--- src/rtl/key_pkg.sv ---
// Shared constants for the keypad event unit: event kinds, the word tag,
// the field offsets inside an event word, and the word builder.
package key_pkg;

  localparam logic [7:0] KEY_TAG  = 8'h01;
  localparam int         TAG_LSB  = 24;
  localparam int         KIND_LSB = 16;
  localparam int         MAP_LSB  = 8;
  localparam int         IDX_LSB  = 0;

  typedef enum logic [1:0] {
    KIND_NONE    = 2'd0,
    KIND_PRESS   = 2'd1,
    KIND_RELEASE = 2'd2,
    KIND_REPEAT  = 2'd3
  } kind_e;

  function automatic logic [31:0] make_word(input kind_e kind, input logic [7:0] map,
                                            input logic [7:0] idx);
    logic [31:0] word;
    word                  = '0;
    word[TAG_LSB  +: 8]   = KEY_TAG;
    word[KIND_LSB +: 8]   = {6'd0, kind};
    word[MAP_LSB  +: 8]   = map;
    word[IDX_LSB  +: 8]   = idx;
    return word;
  endfunction

endpackage

--- src/rtl/key_chan.sv ---
// One key: 2-FF synchroniser, tick-based debounce, auto-repeat timer and a
// single-entry pending register that always holds the most recent event kind.
module key_chan
  import key_pkg::*;
#(
  parameter int DEB_TICKS = 15,
  parameter int REP_DELAY = 64,
  parameter int REP_RATE  = 16
) (
  input  logic  i_clk,
  input  logic  i_rst,
  input  logic  i_tick,
  input  logic  i_key_n,
  input  logic  i_grant,
  output logic  o_pressed,
  output kind_e o_pend
);

  logic        r_sync1;
  logic        r_sync2;
  logic [7:0]  r_deb_cnt;
  logic        r_pressed;
  logic [15:0] r_rep_cnt;
  kind_e       r_pend;

  logic w_sync_pressed;
  logic w_differs;
  logic w_deb_done;
  logic w_rep_active;

  assign w_sync_pressed = ~r_sync2;
  assign w_differs      = (w_sync_pressed != r_pressed);
  assign w_deb_done     = w_differs && (r_deb_cnt == 8'(DEB_TICKS - 1));
  // A tick that changes the stable level never also counts toward a repeat.
  assign w_rep_active   = (REP_DELAY != 0) && r_pressed && !w_deb_done;

  always_ff @(posedge i_clk) begin
    if (i_rst) begin
      r_sync1   <= 1'b1;
      r_sync2   <= 1'b1;
      r_deb_cnt <= '0;
      r_pressed <= 1'b0;
      r_rep_cnt <= '0;
      r_pend    <= KIND_NONE;
    end else begin
      r_sync1 <= i_key_n;
      r_sync2 <= r_sync1;
      if (i_grant) r_pend <= KIND_NONE;
      // Events are written after the grant clear so a same-cycle event is kept.
      if (i_tick) begin
        if (!w_differs) begin
          r_deb_cnt <= '0;
        end else if (w_deb_done) begin
          r_deb_cnt <= '0;
          r_pressed <= w_sync_pressed;
          if (w_sync_pressed) begin
            r_pend    <= KIND_PRESS;
            r_rep_cnt <= 16'(REP_DELAY);
          end else begin
            r_pend    <= KIND_RELEASE;
            r_rep_cnt <= '0;
          end
        end else begin
          r_deb_cnt <= r_deb_cnt + 8'd1;
        end
        if (w_rep_active) begin
          if (r_rep_cnt == 16'd1) begin
            r_pend    <= KIND_REPEAT;
            r_rep_cnt <= 16'(REP_RATE);
          end else if (r_rep_cnt != 16'd0) begin
            r_rep_cnt <= r_rep_cnt - 16'd1;
          end
        end
      end
    end
  end

  assign o_pressed = r_pressed;
  assign o_pend    = r_pend;

endmodule

--- src/rtl/key_event_unit.sv ---
// Keypad event unit: per-key channels, lowest-index-first arbiter, event word
// formatter and a show-ahead event FIFO drained by the CPU.
module key_event_unit
  import key_pkg::*;
#(
  parameter int N_KEYS     = 5,
  parameter int DEB_TICKS  = 15,
  parameter int REP_DELAY  = 64,
  parameter int REP_RATE   = 16,
  parameter int FIFO_DEPTH = 8
) (
  input  logic                         i_clk,
  input  logic                         i_rst,
  input  logic                         i_tick,
  input  logic [N_KEYS-1:0]            i_keys_n,
  input  logic                         i_pop,
  input  logic                         i_clr_ovf,
  output logic [31:0]                  o_out,
  output logic                         o_empty,
  output logic [$clog2(FIFO_DEPTH):0]  o_count,
  output logic                         o_overflow,
  output logic                         o_irq
);

  localparam int PTR_W = $clog2(FIFO_DEPTH);
  localparam int CNT_W = PTR_W + 1;

  kind_e             w_pend [N_KEYS];
  logic [N_KEYS-1:0] w_pressed;
  logic [N_KEYS-1:0] w_grant;
  logic              w_found;
  logic [7:0]        w_idx;
  kind_e             w_kind;

  for (genvar g = 0; g < N_KEYS; g++) begin : g_chan
    key_chan #(
      .DEB_TICKS (DEB_TICKS),
      .REP_DELAY (REP_DELAY),
      .REP_RATE  (REP_RATE)
    ) u_chan (
      .i_clk     (i_clk),
      .i_rst     (i_rst),
      .i_tick    (i_tick),
      .i_key_n   (i_keys_n[g]),
      .i_grant   (w_grant[g]),
      .o_pressed (w_pressed[g]),
      .o_pend    (w_pend[g])
    );
  end

  always_comb begin
    w_found = 1'b0;
    w_grant = '0;
    w_idx   = '0;
    w_kind  = KIND_NONE;
    for (int i = 0; i < N_KEYS; i++) begin
      if (!w_found && (w_pend[i] != KIND_NONE)) begin
        w_found    = 1'b1;
        w_grant[i] = 1'b1;
        w_idx      = 8'(i);
        w_kind     = w_pend[i];
      end
    end
  end

  logic             r_push_vld;
  logic [31:0]      r_push_word;
  logic [31:0]      r_mem [FIFO_DEPTH];
  logic [PTR_W-1:0] r_wr;
  logic [PTR_W-1:0] r_rd;
  logic [CNT_W-1:0] r_count;
  logic [31:0]      r_out;
  logic             r_empty;
  logic             r_overflow;
  logic             r_irq;

  logic             w_full;
  logic             w_do_pop;
  logic             w_do_push;
  logic [PTR_W-1:0] w_head_idx;
  logic [CNT_W-1:0] w_next_count;
  logic [31:0]      w_next_out;

  assign w_full       = (r_count == CNT_W'(FIFO_DEPTH));
  assign w_do_pop     = i_pop && (r_count != '0);
  assign w_do_push    = r_push_vld && (!w_full || w_do_pop);
  assign w_head_idx   = r_rd + PTR_W'(w_do_pop);
  assign w_next_count = r_count + CNT_W'(w_do_push) - CNT_W'(w_do_pop);

  // The new head is the word being written when it lands in the head slot.
  always_comb begin
    w_next_out = '0;
    if (w_next_count != '0) begin
      if (w_do_push && (w_head_idx == r_wr)) w_next_out = r_push_word;
      else                                   w_next_out = r_mem[w_head_idx];
    end
  end

  always_ff @(posedge i_clk) begin
    if (!i_rst && w_do_push) r_mem[r_wr] <= r_push_word;
  end

  always_ff @(posedge i_clk) begin
    if (i_rst) begin
      r_push_vld  <= 1'b0;
      r_push_word <= '0;
      r_wr        <= '0;
      r_rd        <= '0;
      r_count     <= '0;
      r_out       <= '0;
      r_empty     <= 1'b1;
      r_overflow  <= 1'b0;
      r_irq       <= 1'b0;
    end else begin
      r_push_vld  <= w_found;
      r_push_word <= make_word(w_kind, 8'(w_pressed), w_idx);
      if (w_do_push) r_wr <= r_wr + PTR_W'(1);
      if (w_do_pop)  r_rd <= r_rd + PTR_W'(1);
      r_count <= w_next_count;
      r_out   <= w_next_out;
      r_empty <= (w_next_count == '0);
      r_irq   <= w_do_push;
      if (r_push_vld && !w_do_push) r_overflow <= 1'b1;
      else if (i_clr_ovf)           r_overflow <= 1'b0;
    end
  end

  assign o_out      = r_out;
  assign o_empty    = r_empty;
  assign o_count    = r_count;
  assign o_overflow = r_overflow;
  assign o_irq      = r_irq;

endmodule

--- config.mk ---
export PLATFORM = sky130hd
export DESIGN_NAME = key_event_unit
export DESIGN_NICKNAME = d
export VERILOG_FILES = /design/src/rtl/key_pkg.sv /design/src/rtl/key_chan.sv /design/src/rtl/key_event_unit.sv
export SDC_FILE = /design/constraint.sdc
export NUM_CORES = 1
export LEC_CHECK = 0
export CAP_MARGIN = 20
export CELL_PAD_IN_SITES_DETAIL_PLACEMENT = 1
export CELL_PAD_IN_SITES_GLOBAL_PLACEMENT = 2
export CORE_ASPECT_RATIO = 1.1
export CORE_UTILIZATION = 36
export DETAILED_ROUTE_END_ITERATION = 16
export PLACE_DENSITY = 0.72
export SYNTH_ARGS = -nofsm -noshare
export SYNTH_HDL_FRONTEND = slang
export SYNTH_SLANG_ARGS = --single-unit
export TNS_END_PERCENT = 100
--- constraint.sdc ---
create_clock -name i_clk -period 3.1 [get_ports i_clk]
set_input_delay 0.465 -clock i_clk [delete_from_list [all_inputs] [get_ports i_clk]]
set_output_delay 0.465 -clock i_clk [all_outputs]
set_load 0.01 [all_outputs]
==> summary.md, run 1 <==
| Metric | Value |
|---|---|
| Synth Instances | about 1300 |
| Crit path DAT | between 3 and 4 ns |
| RePlAce Congestion | 0.7940 |
| Critical path class | flip-flop to flip-flop |
| Crit path time final | 2.944 ns |
| Reg2Reg Setup Slack | ~0.16 ns |
| Initial drt markers | 388 |
| Nets | roughly 1400 |
| Fmax | 0.3397 GHz |
| Final worst slack | 0.1564 ns |
| Initial antenna violation count | 1 |
| Core area | around 35000 sq um |
| Internal Power | between 6 and 7 mW |
| CTS sink cnt | approximately 270 |
| Most frequent CP cell | ha_1 |
| Avg WL per Cell | 18.57 um |
| Setup Viol. Count Final | 0 |
| Synth Warn # | 0 |
| Max-slew headroom | between 50% and 60% |
| NetSw | between 2 and 2.5 mW |
| IO Pins | between 40 and 50 |
| Status | finished clean |
| Worst Setup End Kind | flip-flop |
| Worst Skew | about 0.020 ns |
| Detailed-route vias per instance | 5.362 |
| Dpl ws | -0.1297 ns |
| Switching portion of total power | 26.16% |
| Die Ht | 200.6 um |
| GRT Total Usage | roughly a fifth |
| Hold Path Class | input port to flip-flop |
| Die Width | ~180 um |
| Reg2reg start | o_count[2] |
| Leakage | 5.410 nW |
| Synth Area per Inst | between 9 and 10 sq um |
| Vias in the first global route | ~11000 |
| Std-Cell Rows | 72 |
| Worst path max stage delay | 0.40 ns |
| Max-slew violations | 0 |
| Clock latency on the worst-skew pair | 0.57 ns |
| Power density cells | roughly 630 nW/um^2 |
| CTS root buffer | clkbuf_16 |
| Hpwl dp | 23970 um |
| Final period util | a little over nine tenths |
| Clk network pwr share | 39.9% |
| Synth Flop Type | dfxtp_1 |
| Post-route ant nets | 0 |
| Worst Hold Path EP | o_overflow |
| Unrepaired setup endpoints after global routing | yes |
| Final antenna diode count | 0 |
| H-Tree Depth | 1 |
| Crit Path Max Fanout | 6 |
| Number of CTS-inserted buffers | 31 |
| 1st-pass router iterations | 6 |
| Worst-Margin Slew | between 0.7 and 0.8 ns |
| CP max stage cell | nor4_4 |
| Total power | a little over 9 mW |
| Sequential-to-total area share from yosys stat | a little under 50% |
| Worst vdd ir | slightly below 0.6 mV |
| WL final | approximately 35000 um |
| Layout cells sized above 1 | between 10% and 20% |
| Total die area | approximately 37000 sq um |
| Number of flops mapped to enable cells by yosys | slightly below 90 |
| Number of port buffers | 27 |
| Critical path startpoint category | flip-flop |
| Mapped cell area | between 10000 and 15000 sq um |
| FF+latch count, synth | roughly 270 |
| Synth async-reset ratio | 0% |
| Total congestion overflow | 0 |
| Gate power share | between 10% and 20% |
| Req. time, crit path | approximately 3.6 ns |
| Area growth syn-to-layout | 15.80% |
| # fillers | approximately 3900 |
| Vias | approximately 10000 |
| Largest net degree at the start of global routing | 65 |
| First-pass GRT wire length | about 57000 um |
| Sequential power share | 40.9% |
| DRC viols | 0 |
| CTS tree | done |
| HP Start | i_rst |
| Worst-case reg-to-reg path depth | 14 |
| Final Hold Viols | 0 |
| Initial Util | 36.64% |
| Max Cap Viol | 0 |
| CTS Buffer Depth | 3 |
| Hold path depth | 3 |
| Library cells used by synthesis | 83 |
| Worst path cell trace | inv_1 -> ha_1 -> nand2b_1 -> a31o_2 -> ha_1 -> inv_1 -> ha_1 -> a21o_1 -> a21oi_1 -> xnor2_1 -> nor2_1 -> nor4_4 -> buf_4 -> nor2_1 |
| Worst-path clk slew | about 0.06 ns |
| Worst r2r dst | o_out[2] |
[critical path: cells and delay by family, from the launching register on]
| family | cells | cell delay [ns] |
|---|---|---|
| buf+inv | 3 | 0.35 |
| xor+xnor | 1 | 0.13 |
| flops | 1 | 0.32 |
| compound gates | 3 | 0.60 |
| simple gates | 4 | 0.71 |
| fa+ha+maj | 3 | 0.68 |
[metal layers]
metal	global-route usage (%)	up-vias	routed length [um]
met3	2.250	54	934
li1	-	4947	-
met5	0	-	13
met2	34.86	107	17540
met1	23.76	4954	15610
met4	5.282	2	768
[registers in the layout, summed over array words and instances (netlist names), 3 cells and up]
register and flops:
o_count 4, g_chan.u_chan.r_rep_cnt 80, r_push_word 11, g_chan.u_chan.o_pressed 5, g_chan.u_chan.r_sync1 5, g_chan.u_chan.r_sync2 5
r_rd 3, o_out 11, r_wr 3, g_chan.u_chan.o_pend 10, r_mem 88, g_chan.u_chan.r_deb_cnt 40
[synthesized netlist by cell type, types with 15 or more instances]
| master | number | area share [%] |
|---|---|---|
| o21ai_0 | 56 | 2.2 |
| nand3_1 | 41 | 1.6 |
| xor2_1 | 28 | 1.9 |
| nor3_1 | 44 | 1.7 |
| buf_4 | 21 | 1.2 |
| a31oi_1 | 39 | 1.9 |
| or3_1 | 15 | 0.73 |
| o31ai_1 | 16 | 0.93 |
| nor2_1 | 146 | 4.2 |
| edfxtp_1 | 88 | 20 |
| nor4_1 | 20 | 0.97 |
| inv_1 | 39 | 1.1 |
| ha_1 | 35 | 3.4 |
| a21oi_1 | 59 | 2.3 |
| xnor2_1 | 23 | 1.6 |
| nand4_1 | 24 | 1.2 |
| mux4_2 | 22 | 3.8 |
| nand2_1 | 119 | 3.5 |
| clkbuf_1 | 30 | 0.87 |
| dfxtp_1 | 181 | 28 |
[logic make-up after synthesis]
group	synth area share, %
AOI/OAI and AO/OA	14.06
xor gates and xnor gates	3.461
adders and majority gates	3.549
buffers and inverters	4.014
DFF	48.56
muxes	5.885
other	0.02906
and+or+nand+nor	20.45
[area by class of cell]
type	instances	area, sq um	area share, %
clock buffer	38	822.0	5.501
clock inverter	19	209.0	1.398
inverter	39	146.4	0.9796
multi-input combinational	951	6213	41.58
sequential	269	6266	41.93
tap	481	601.8	4.027
timing repair buffer	80	685.7	4.588
[power groups by stage]
| stage | registers (mW) | clock network (mW) | logic, mW |
|---|---|---|---|
| 2_1_floorplan | 3.92 | 0 | 1.16 |
| 3_3_place_gp | 3.91 | 0 | 1.68 |
| 3_5_place_dp | 3.91 | 0 | 1.75 |
| 4_1_cts | 3.83 | 3.84 | 1.77 |
| 5_1_grt | 3.84 | 3.98 | 1.97 |
| 6_report | 3.82 | 3.73 | 1.79 |
[stage by stage]
step	cells	cell area, sq um	utilization (%)	TNS [ns]	hold slack [ns]
floorplan	1330	12980	-	0	0.3895
global placement	1818	13890	39.43	-0.6493	0.3924
detailed placement	1818	13890	39.43	-1.279	0.3988
CTS	1875	14920	42.36	0	0.3788
global route	1877	14940	42.43	-0.2848	0.3968
finish	1877	14940	42.43	0	0.3960
[cell usage in the layout, fill, tap and decap left out, types with 23 or more instances in the layout]
cell and n:
a21oi_1 59, a31oi_1 39, buf_4 51, clkbuf_16 31
clkdlybuf4s50_1 25, dfxtp_1 181, edfxtp_1 88, ha_1 35
inv_1 39, nand2_1 119, nand3_1 41, nand4_1 24
nor2_1 145, nor3_1 44, o21ai_0 56, xnor2_1 23
xor2_1 28
[worst max-delay path by stage]
stage,startpoint,end,slack (ns),cells past startpoint
3_3_place_gp,i_pop,o_out[24],-0.06,12
5_1_grt,o_count[2],o_out[17],-0.04,14
6_report,o_count[2],o_out[2],0.16,14
2_1_floorplan,o_count[2],o_out[10],0.03,14
3_5_place_dp,i_pop,o_out[0],-0.13,12
4_1_cts,o_count[2],o_out[2],0.08,13
[repair_timing]
item | CTS | global route
hold buffers | 0 | 0
hold endpoints to repair | 0 | 0
setup endpoints to repair | 0 | 11
resized for setup | 0 | 4
buffers inserted | 0 | 0
Note: power is estimated with default switching activity, not from simulation.
==> run 2: changes to the inputs <==
==> constraint.sdc (replaced) <==
create_clock -name i_clk -period 3.1 [get_ports i_clk]
set_input_delay 0.465 -clock i_clk [delete_from_list [all_inputs] [get_ports i_clk]]
set_output_delay 0.465 -clock i_clk [all_outputs]
set_load 0.05 [all_outputs]
==> run 2 against run 1 <==
Critical path depth down 1. Design area increased by 0.59%. Clock skew decreased by 0.011 ns. Final cell count hardly changed. Largest cell class unchanged. Highest routed layer is now met4.
==> summary.md, run 2 (synthesis results as in run 1) <==
| Metric | Value |
|---|---|
| CTS sink cnt | roughly 270 |
| Die Width | 182.5 um |
| Final period util | between 90% and 100% |
| Top routing layer used | met4 |
| Multi-input logic area | approximately 6200 sq um |
| Worst Setup End Kind | flip-flop |
| Area growth syn-to-layout | 16.49% |
| Final antenna diode count | 0 |
| H-Tree Depth | 1 |
| Max-slew violations | 0 |
| Detailed-route vias per instance | approximately 5.4 |
| Max-slew headroom | a little under half |
| Nets | between 1000 and 1500 |
| CTS Buffer Depth | 3 |
| Post-CTS Hold Buffers | 0 |
| Vias in the first global route | ~11000 |
| Max Cap Viol | 0 |
| DRC viols | 0 |
| Crit path DAT | about 3.3 ns |
| DR WL met3 | approximately 780 um |
| Layout cells sized above 1 | about 13% |
| Hold Path Class | flip-flop to flip-flop |
| Std-Cell Rows | 72 |
| Final Hold Viols | 0 |
| Reg with most FFs | r_mem |
| Critical path startpoint category | flip-flop |
| Worst-Margin Slew | 0.7883 ns |
| Req. time, crit path | between 3 and 4 ns |
| Largest net degree at the start of global routing | 64 |
| Worst vdd ir | ~0.5 mV |
| WL final | between 30000 and 40000 um |
| 1st-pass router iterations | 5 |
| Avg WL per Cell | around 18 um |
| Min Hold Slack | 0.4045 ns |
| RePlAce Congestion | 0.7794 |
| CTS tree | done |
| Number of CTS-inserted buffers | 31 |
| Clock latency on the worst-skew pair | approximately 0.55 ns |
| # fillers | approximately 3900 |
| Number of port buffers | 27 |
| Vias | 10080 |
| Commonest non-fill, non-tap cell in the layout | dfxtp_1 |
| Unrepaired setup endpoints after global routing | no |
| IO Pins | between 40 and 50 |
| Post-CTS Setup Inserts | 0 |
| Critical path class | flip-flop to flip-flop |
| DRT met1 WL | approximately 16000 um |
| Crit Path Max Fanout | 12 |
| Max reg flops | between 80 and 90 |
| Total congestion overflow | 0 |
| Resized Gates After CTS | 0 |
| Hpwl dp | 23580 um |
| Commonest non-fill, non-tap cells in the layout | 179 x dfxtp_1, 145 x nor2_1, 119 x nand2_1, 88 x edfxtp_1, 59 x a21oi_1 |
| Initial Util | ~37% |
| Die Ht | between 200 and 250 um |
| First-pass GRT wire length | about 56000 um |
| DR WL met2 | 17020 um |
| Core area | between 30000 and 40000 sq um |
| Total power | a little under 10 mW |
| Total die area | around 37000 sq um |
| CTS root buffer | clkbuf_16 |
| Post-route ant nets | 0 |
| Setup Viol. Count Final | 0 |
| Crit path time final | slightly below 3 ns |
| Power density cells | around 650 nW/um^2 |
| Initial drt markers | slightly above 500 |
| FF+latch area | around 6300 sq um |
| GRT Total Usage | between 10% and 20% |
| Initial antenna violation count | 0 |
| Status | finished clean |
| Fmax | 0.3465 GHz |
| Worst Skew | 0.008979 ns |
| Largest registers | r_mem: 88 flops, g_chan.u_chan.r_rep_cnt: 80 flops, g_chan.u_chan.r_deb_cnt: 40 flops |
| Leakage | approximately 5.4 nW |
| Worst-path clk slew | roughly 0.070 ns |
[run 2: cell count changes in the layout (fill, tap and decap cells not counted), sizes merged]
cell | before | now
bufinv | 4 | 6
buf | 54 | 56
clkinv | 11 | 9
clkbuf | 39 | 37
clkinvlp | 3 | 4
[run 2: layout make-up]
class | instances | share of cell area (%)
sequential | 269 | 41.71
timing repair buffer | 81 | 4.777
clock inverter | 20 | 1.731
clock buffer | 37 | 5.443
multi-input combinational | 951 | 41.36
tap | 481 | 4.003
inverter | 39 | 0.9738
[run 2: final timing paths]
| path | slack [ns] | start | cells past startpoint | end |
|---|---|---|---|---|
| hold reg to reg | 0.40 | g_chan[2].u_chan.r_sync1 | 1 | g_chan[2].u_chan.r_sync2 |
| setup / recovery | 0.21 | o_count[2] | 13 | o_out[8] |
| setup reg to reg | 0.21 | o_count[2] | 13 | o_out[8] |
| hold / removal | 0.40 | g_chan[2].u_chan.r_sync1 | 1 | g_chan[2].u_chan.r_sync2 |
[run 2: layer usage]
metal / vias to the layer above / GRT usage [%]
met2: 104 / 33.89
met4: 0 / 4.052
li1: 4944 / -
met3: 43 / 1.959
met1: 4988 / 24.48
met5: - / 0
[run 2: worst max-delay path, cell delays in order, from the launching register on]
cell and delay [ns]:
dfxtp_4 0.34, inv_1 0.06, ha_2 0.19, nand2b_1 0.13
a31o_2 0.25, ha_1 0.27, inv_1 0.04, ha_1 0.20
fa_1 0.41, xnor2_1 0.16, nor2_1 0.07, nor4_2 0.29
buf_4 0.27, nor2_1 0.07
[run 2: where the power goes]
part | internal (mW) | total [mW] | switching (mW)
Clock | 2.37 | 3.85 | 1.47
Sequential | 3.75 | 3.83 | 0.0778
Combinational | 0.913 | 2.04 | 1.13
Total | 7.04 | 9.71 | 2.68
[run 2: stage by stage]
| step | std cells | util, % | setup WS (ns) | cell area (sq um) | TNS, ns |
|---|---|---|---|---|---|
| after floorplan | 1330 | - | 0.0005653 | 12990 | 0 |
| after global placement | 1821 | 39.61 | -0.08635 | 13950 | -0.9377 |
| after detailed placement | 1821 | 39.61 | -0.1090 | 13950 | -1.064 |
| after CTS | 1878 | 42.67 | 0.1346 | 15030 | 0 |
| after global routing | 1878 | 42.68 | 0.02721 | 15030 | 0 |
| final | 1878 | 42.68 | 0.2137 | 15030 | 0 |
==> run 3: changes to the inputs <==
--- a/config.mk
+++ b/config.mk
@@ -9,6 +9,7 @@
 export CELL_PAD_IN_SITES_DETAIL_PLACEMENT = 1
 export CELL_PAD_IN_SITES_GLOBAL_PLACEMENT = 2
 export CORE_ASPECT_RATIO = 1.1
+export CORE_MARGIN = 2
 export CORE_UTILIZATION = 36
 export DETAILED_ROUTE_END_ITERATION = 16
 export PLACE_DENSITY = 0.72
==> run 3 against run 2 <==
Flip-flop and latch count unchanged. Power down 0.93%. Highest routed layer unchanged. Sequential share of layout area up 0.20 points. Clock-buffer cell count up 1. Routed wire length up 2.1%. Critical endpoint is now o_out[2]. Via count up 0.47%. Critical path depth up 2.
==> summary.md, run 3 (synthesis results as in run 1) <==
| Metric | Value |
|---|---|
| Avg WL per Cell | between 15 and 20 um |
| Largest registers | r_mem: 88 flops, g_chan.u_chan.r_rep_cnt: 80 flops, g_chan.u_chan.r_deb_cnt: 40 flops |
| Vias | approximately 10000 |
| Number of port buffers | 27 |
| Max-slew violations | 0 |
| Initial antenna violation count | 1 |
| Reg2reg start | o_count[2] |
| Initial Util | a little over a third |
| 1st-pass router iterations | 4 |
| Vias in the first global route | between 10000 and 15000 |
| Reg with most FFs | r_mem |
| Worst-case reg-to-reg path depth | 15 |
| Worst Path Buf+Inv | 4 |
| Worst Hold Path EP | g_chan[0].u_chan.r_rep_cnt[6] |
| Req. time, crit path | ~3.6 ns |
| Post-placement cell count | between 1500 and 2000 |
| Commonest non-fill, non-tap cells in the layout | 179 x dfxtp_1, 145 x nor2_1, 119 x nand2_1, 88 x edfxtp_1, 59 x a21oi_1 |
| Reg2Reg Setup Slack | between 0.2 and 0.25 ns |
| Cell depth of the worst setup path | 15 |
| RePlAce Congestion | 0.7724 |
| Most frequent CP cell | ha_1 |
| Crit path DAT | approximately 3.3 ns |
| Critical path class | flip-flop to flip-flop |
| Worst-path clk slew | approximately 0.07 ns |
| WL final | about 35000 um |
| Die Ht | about 200 um |
| Post-layout instance count excluding filler cells | 1878 |
| Max Cap Viol | 0 |
| Area growth syn-to-layout | 15.95% |
| Worst-Margin Slew | around 1.2 ns |
| Worst path max stage delay | between 0.3 and 0.4 ns |
| Crit path max-delay family | adder cells |
| Status | finished clean |
| Worst Skew | 0.01583 ns |
| Post-CTS Hold Buffers | 0 |
| Final Hold Viols | 0 |
| Hold Path Class | input port to flip-flop |
| Worst r2r dst | o_out[2] |
| GRT Total Usage | around a fifth |
| Min Hold Slack | 0.2501 ns |
| Final worst slack | between 0.2 and 0.25 ns |
| CTS tree | done |
| HP Start | i_rst |
| Total die area | 37380 sq um |
| Critical path startpoint category | flip-flop |
| Largest net degree at the start of global routing | 53 |
| Detailed-route vias per instance | ~5.4 |
| Max-slew headroom | roughly 22% |
| Hpwl dp | approximately 24000 um |
| Layout cells sized above 1 | 12.68% |
| Unrepaired setup endpoints after global routing | no |
| Crit Path Max Fanout | 6 |
| Final period util | 92.78% |
| Clock latency on the worst-skew pair | between 0.5 and 0.6 ns |
| Die Width | around 180 um |
| Commonest non-fill, non-tap cell in the layout | dfxtp_1 |
| CTS root buffer | clkbuf_16 |
| CP max stage cell | dfxtp_4 |
| Std-Cell Rows | slightly above 70 |
| Leakage | roughly 5.4 nW |
| Dpl ws | -0.04744 ns |
| Nets | 1418 |
| CTS Buffer Depth | 3 |
| Crit path time final | between 2 and 3 ns |
| Core area | between 30000 and 40000 sq um |
| Crit. Startpoint | o_count[2] |
| Fmax | approximately 0.35 GHz |
| CTS sink cnt | between 200 and 300 |
| Max reg flops | between 80 and 90 |
| Power density cells | 643.2 nW/um^2 |
| Worst vdd ir | 0.5308 mV |
| Post-route ant nets | 0 |
| Initial drt markers | around 450 |
| Worst path cell trace | inv_1 -> ha_1 -> nand2b_1 -> a31o_2 -> ha_1 -> inv_1 -> ha_1 -> a21o_1 -> a21oi_1 -> xnor2_1 -> nor2_1 -> nor4_4 -> buf_4 -> buf_6 -> nor2_1 |
| Worst Setup End Kind | flip-flop |
| Hold path depth | 2 |
| First-pass GRT wire length | around 56000 um |
| Number of CTS-inserted buffers | 31 |
| Setup Viol. Count Final | 0 |
| DRC viols | 0 |
| IO Pins | 49 |
| H-Tree Depth | 1 |
| Total congestion overflow | 0 |
[run 3: cell types whose count changed in the layout (fill, tap and decap cells not counted), moves of 2 or more]
cell	previous run	this run
inv_6	1	3
clkinv_1	6	4
buf_4	51	49
buf_6	0	2
clkinv_4	1	3
clkbuf_1	4	6
bufinv_16	6	3
[run 3: worst max path at each step]
stage,endpoint,slack [ns]
floorplan,o_out[10],0.0006
global placement,o_out[17],-0.009
detailed placement,o_out[1],-0.05
CTS,o_out[1],0.20
global route,o_out[1],0.005
finish,o_out[2],0.22
[run 3: cell type report]
type	instances	area (sq um)
Clock inverter	19	200.2
Fill cell	3925	20260
Inverter	39	146.4
Clock buffer	38	812.0
Tap cell	481	601.8
Multi-Input combinational cell	951	6223
Timing Repair Buffer	80	705.7
Sequential cell	269	6271
Antenna cell	1	2.502
[run 3: stage by stage]
| step | TNS (ns) | utilization [%] | area, sq um | power (mW) |
|---|---|---|---|---|
| finish | 0 | 42.48 | 14960 | 9.624 |
| CTS | 0 | 42.38 | 14930 | 9.680 |
| floorplan | 0 | - | 12990 | 5.422 |
| global placement | -0.09070 | 39.51 | 13920 | 5.915 |
| detailed placement | -0.4050 | 39.51 | 13920 | 5.978 |
| global route | 0 | 42.47 | 14960 | 10.09 |
[run 3: power breakdown]
part / internal, mW / leakage [nW] / switching [mW]
clock: 2.12 / 0.476 / 1.53
combinational: 0.979 / 2.64 / 1.17
sequential: 3.75 / 2.28 / 0.0784
total: 6.85 / 5.40 / 2.77
[run 3: per-layer routing]
| layer | share of wire (%) | global-route usage (%) |
|---|---|---|
| met4 | 2.5 | 5.886 |
| met5 | 0 | 0 |
| met2 | 50 | 33.32 |
| met1 | 45 | 23.29 |
| met3 | 2.7 | 2.386 |
[run 3: what timing repair did]
action,4_1_cts,5_1_grt
endpoints found under the hold margin,0,0
resized for setup,0,7
buffers inserted,0,1
setup endpoints to repair,0,2
